File: src/rtl/fifo_sync_param.sv
// fifo_sync_param: parametrised single-clock FIFO with occupancy count, programmable almost flags, overflow/underflow pulses; define FIFO_FWFT_EN for first-word-fall-through reads
module fifo_sync_param #(
  parameter int DATA_W   = 8,
  parameter int ADDR_W   = 4,
  parameter int AF_LEVEL = 14,
  parameter int AE_LEVEL = 2
) (
  input  logic              clk,
  input  logic              reset,
  input  logic              wr,
  input  logic [DATA_W-1:0] w_data,
  input  logic              rd,
  output logic [DATA_W-1:0] r_data,
  output logic              empty,
  output logic              full,
  output logic              almost_empty,
  output logic              almost_full,
  output logic [ADDR_W:0]   count,
  output logic              overflow,
  output logic              underflow
);
  localparam logic [ADDR_W:0] AF_L = (ADDR_W+1)'(AF_LEVEL);
  localparam logic [ADDR_W:0] AE_L = (ADDR_W+1)'(AE_LEVEL);
  logic [DATA_W-1:0] mem_q [0:(1<<ADDR_W)-1];
  logic [ADDR_W:0]   wr_ptr_q, wr_ptr_d, rd_ptr_q, rd_ptr_d, count_q, count_d;
  logic [DATA_W-1:0] r_data_q, r_data_d;
  logic              empty_q, full_q, ae_q, af_q, ovf_q, udf_q;
  logic              rd_acc, wr_acc;
  // acceptance, next pointers/count, and next read data (FWFT tracks the post-edge head, bypassing a same-cycle write into an empty head slot)
  always_comb begin
    rd_acc   = rd && !empty_q;
    wr_acc   = wr && (!full_q || rd_acc);
    wr_ptr_d = wr_ptr_q + (ADDR_W+1)'(wr_acc);
    rd_ptr_d = rd_ptr_q + (ADDR_W+1)'(rd_acc);
    count_d  = count_q + (ADDR_W+1)'(wr_acc) - (ADDR_W+1)'(rd_acc);
`ifdef FIFO_FWFT_EN
    r_data_d = (count_d == '0) ? r_data_q :
               (wr_acc && rd_ptr_d == wr_ptr_q) ? w_data : mem_q[rd_ptr_d[ADDR_W-1:0]];
`else
    r_data_d = rd_acc ? mem_q[rd_ptr_q[ADDR_W-1:0]] : r_data_q;
`endif
  end
  // storage array, never cleared by reset
  always_ff @(posedge clk) begin
    if (wr_acc) mem_q[wr_ptr_q[ADDR_W-1:0]] <= w_data;
  end
  // pointers, count, registered flags, error pulses and read data
  always_ff @(posedge clk or negedge reset) begin
    if (!reset) begin
      wr_ptr_q <= '0;
      rd_ptr_q <= '0;
      count_q  <= '0;
      r_data_q <= '0;
      empty_q  <= 1'b1;
      full_q   <= 1'b0;
      ae_q     <= 1'b1;
      af_q     <= 1'b0;
      ovf_q    <= 1'b0;
      udf_q    <= 1'b0;
    end else begin
      wr_ptr_q <= wr_ptr_d;
      rd_ptr_q <= rd_ptr_d;
      count_q  <= count_d;
      r_data_q <= r_data_d;
      empty_q  <= count_d == '0;
      full_q   <= count_d[ADDR_W];
      ae_q     <= count_d <= AE_L;
      af_q     <= count_d >= AF_L;
      ovf_q    <= wr && !wr_acc;
      udf_q    <= rd && !rd_acc;
    end
  end
  assign r_data       = r_data_q;
  assign empty        = empty_q;
  assign full         = full_q;
  assign almost_empty = ae_q;
  assign almost_full  = af_q;
  assign count        = count_q;
  assign overflow     = ovf_q;
  assign underflow    = udf_q;
endmodule

File: config.mk
export PLATFORM = sky130hd
export DESIGN_NAME = fifo_sync_param
export DESIGN_NICKNAME = d
export VERILOG_FILES = /design/src/rtl/fifo_sync_param.sv
export SDC_FILE = /design/constraint.sdc
export NUM_CORES = 1
export LEC_CHECK = 0
export CAP_MARGIN = 20
export CORE_MARGIN = 3
export CORE_UTILIZATION = 53
export CTS_BUF_LIST = sky130_fd_sc_hd__clkbuf_2 sky130_fd_sc_hd__clkbuf_4 sky130_fd_sc_hd__clkbuf_8
export DETAILED_ROUTE_END_ITERATION = 12
export PLACE_DENSITY = 0.72
export SETUP_SLACK_MARGIN = 0.02
export SLEW_MARGIN = 40
export SYNTH_ARGS = -nofsm -noshare
export SYNTH_HDL_FRONTEND = slang
export SYNTH_SLANG_ARGS = --single-unit
export TNS_END_PERCENT = 5
File: constraint.sdc
create_clock -name clk -period 3.75 [get_ports clk]
set_clock_uncertainty 0.15 [all_clocks]
set_input_delay 0.75 -clock clk [delete_from_list [all_inputs] [get_ports clk]]
set_output_delay 0.75 -clock clk [all_outputs]
set_load 0.01 [all_outputs]
==> qor.yml <==
status:
  status: "complete, no violations"
worst_setup_path:
  crit_chain: "clkdlybuf4s50_1, nand2b_4, inv_2, o21ai_2, ha_1, inv_1, ha_1, fa_1, a21o_1, a21oi_1, xnor2_1, a2111oi_2"
  ff2ff_setup_slack_ns: 0.94
  startpoint: "rd"
  crit_buf_inv: 3
  r2r_start: "empty"
  crit_type: "input pin to flip-flop"
  end_kind: "flip-flop"
  slowest_delay_ns: 0.52
  crit_path_start_kind: "input pin"
  r2r_cells: 11
  worstPathArrival_ns: 3.30
  rr_endpoint: "almost_empty"
  critPathMaxFanout: 7
  required_ns: 3.93
  cp.depth: 12
  crit_path_frequent_cell: "ha_1"
  endpoint: "almost_empty"
  crit_slowest_cell: "clkdlybuf4s50_1"
  critical-path-top-delay-family: "adder cells"
clock_network:
  cts_setup_buffers: 0
  clock_sinks: 154
  cts_tree: "yes"
  h-tree-depth: 4
  clk_pin_slew_ns: 0.07
  clock-root-buffer: "clkbuf_8"
  cts_buffer_depth: 2
  cts_buffers: 17
  cts_hold_buf: 0
  cts_resized: 0
  clk_latency_ns: 0.43
yosys:
  ys_types: 40
  synth-adder-area-share_pct: 2.166
  synthXorXnorAreaFrac_pct: 1.144
  avgSynthCellArea_um2: 17.59
  seq_area_frac_synth_pct: 73.45
  synth-edff-count: 128
  synth-simple-area-share_pct: 4.701
  synth_top_family_by_area: "multiplexers"
  synth.area.mux_share_pct: 10.91
  syn-cell-area_um2: 6122
  post-synth-top-area-fraction_pct: 62.78
  synth.area.top_cells: "edfxtp_1 63%, dfrtp_1 9.8%, mux2i_1 6.9%"
  synth-seq-cells: 154
  synth_top_flop_cell: "edfxtp_1"
  synth_compound_area_share_pct: 4.741
  async_flop_share_pct: 16.88
  synth_fp_nets: 370
  yosys.area.top_type: "edfxtp_1"
  synth_common_cells: "128 x edfxtp_1, 42 x mux2i_1, 24 x dfrtp_1"
  yosysWarnings: 0
  yosysMostFrequentCell: "edfxtp_1"
  synth_cells: 348
place:
  place.gp.congestion: 0.7997
  pre_cts_ws_ns: 0.1799
  hpwl_mm: 7.792
  io_buffer_count: 30
  placed_cells_incl_taps: 521
die:
  fp.dieH_um: 113.5
  core-area_um2: 11080
  fp.dieArea_um2: 12880
  pin_count: 31
  die_w_um: 113.5
  floorplan.initialDensity_pct: 55.26
  std_cell_rows: 38
final_layout:
  fillCellCount: 807
  fin_util_pct: 63.52
  area_growth_pct: 14.94
  fin_nets: 422
  ff_latch_area_um2: 4498
  multi_input_area_um2: 1449
  antenna_cells: 0
  fin_cells: 551
  layout-drive-gt1-share_pct: 16.79
routing:
  wl_per_cell_um: 21.00
  ant_nets: 0
  drt_first_iter_violations: 213
  vias: 3219
  drc_errors: 0
  avgViaCountPerCell: 5.842
  drt_wl_total_mm: 11.57
  dr.pass1.iters: 4
sta:
  slew_headroom_pct: 47.79
  fin_crit_sh_pct: 83.33
  setup_viol: 0
  rsz0062_at_grt: "no"
  holdWs_ns: 0.4016
  fmax_mhz: 320.0
  timing.final.crit_period_ns: 3.125
  worstMarginPinSlew_ns: 0.7831
  slew_violations: 0
  hold_viol: 0
  setup_slack_ns: 0.6251
  tns_ns: 0
global_routing:
  grt.total_usage_pct: 19.63
  grt_pass1_wl_mm: 18.44
  grt_pass1_vias: 3299
  grt_overflow: 0
  grt_antenna_before_repair: 0
  grt_max_degree: 37
hold_path:
  hold_path_class: "flip-flop to flip-flop"
pwr:
  p_leak_nw: 2.533
  p_per_area_nw_per_um2: 765.5
  irDropWorstVdd_mv: 0.6319
run:
  drv_cap: 0
layout by cell type (no fill, tap or decap), types with 2 or more instances in the layout:
| cell | n |
|---|---|
| a22oi_1 | 3 |
| clkdlybuf4s50_1 | 30 |
| nor2b_1 | 2 |
| a21o_1 | 2 |
| dfrtp_1 | 23 |
| clkinv_2 | 3 |
| a21oi_2 | 2 |
| xnor2_1 | 5 |
| edfxtp_1 | 128 |
| o22ai_1 | 20 |
| nand3b_1 | 4 |
| clkinv_1 | 4 |
| or3b_1 | 2 |
| mux2i_1 | 42 |
| clkbuf_8 | 17 |
| nor3_1 | 12 |
| ha_1 | 9 |
| mux4_2 | 11 |
| nor2_1 | 21 |
| xor2_1 | 3 |
| buf_4 | 19 |
| a21oi_1 | 13 |
| inv_1 | 7 |
| bufinv_16 | 5 |
| dfstp_2 | 2 |
| nand2b_1 | 2 |
| nand3_1 | 4 |
metrics by stage:
| stage | power [mW] | cell area, um^2 |
|---|---|---|
| after floorplan | 3.596 | 6122 |
| after global placement | 4.066 | 6615 |
| after detailed placement | 4.116 | 6615 |
| after CTS | 5.438 | 7037 |
| after global routing | 5.683 | 7037 |
| final | 5.386 | 7037 |
area by class of cell:
class / instances / share of cell area, %
inverter: 8 / 0.4267
clock inverter: 12 / 2.560
timing repair buffer: 50 / 6.579
clock buffer: 18 / 3.432
sequential: 154 / 63.92
tap: 140 / 2.489
multi-input combinational: 169 / 20.59
flip-flops by register name, indices dropped and copies added, names as in the netlist:
| signal | count |
|---|---|
| mem_q | 128 |
| r_data | 8 |
| count | 5 |
| rd_ptr_q | 4 |
| wr_ptr_q | 4 |
| almost_empty | 1 |
| almost_full | 1 |
| empty | 1 |
| overflow | 1 |
| underflow | 1 |
routing by layer:
layer	track usage, %	up-vias	wire length (um)
met2	31.37	79	5722
met3	5.729	17	551
met4	7.292	0	201
met5	0	-	0
li1	-	1453	-
met1	25.80	1670	5095
worst register-to-register path: stages (launching register included):
cell	delay, ns
dfstp_2	0.54
nand2b_4	0.12
inv_2	0.07
o21ai_2	0.19
ha_1	0.15
inv_1	0.04
ha_1	0.20
fa_1	0.40
a21o_1	0.18
a21oi_1	0.17
xnor2_1	0.15
a2111oi_2	0.35
power breakdown:
| part | internal, mW | switching [mW] |
|---|---|---|
| Clock | 0.779 | 0.547 |
| Combinational | 0.816 | 0.862 |
| Sequential | 2.12 | 0.260 |
| Total | 3.72 | 1.67 |
kinds of logic (layout without fill, tap and decap cells):
logic type      count (synthesis)  count (layout)
compound gates                 44              44
xor+xnor                        8               8
fa+ha+maj                      10              10
buf+inv                        25              88
flops                         154             154
mux                            53              53
simple gates                   54              54
how the worst min path moves through the flow:
stage                          from           to  cells after the start
after floorplan               reset  almost_full                      0
after global placement    r_data[5]    r_data[5]                      2
after detailed placement  r_data[6]    r_data[6]                      2
after CTS                 r_data[6]    r_data[6]                      2
after global routing      r_data[0]    r_data[0]                      2
final                     r_data[6]    r_data[6]                      2
Note: power is estimated with default switching activity, not from simulation.
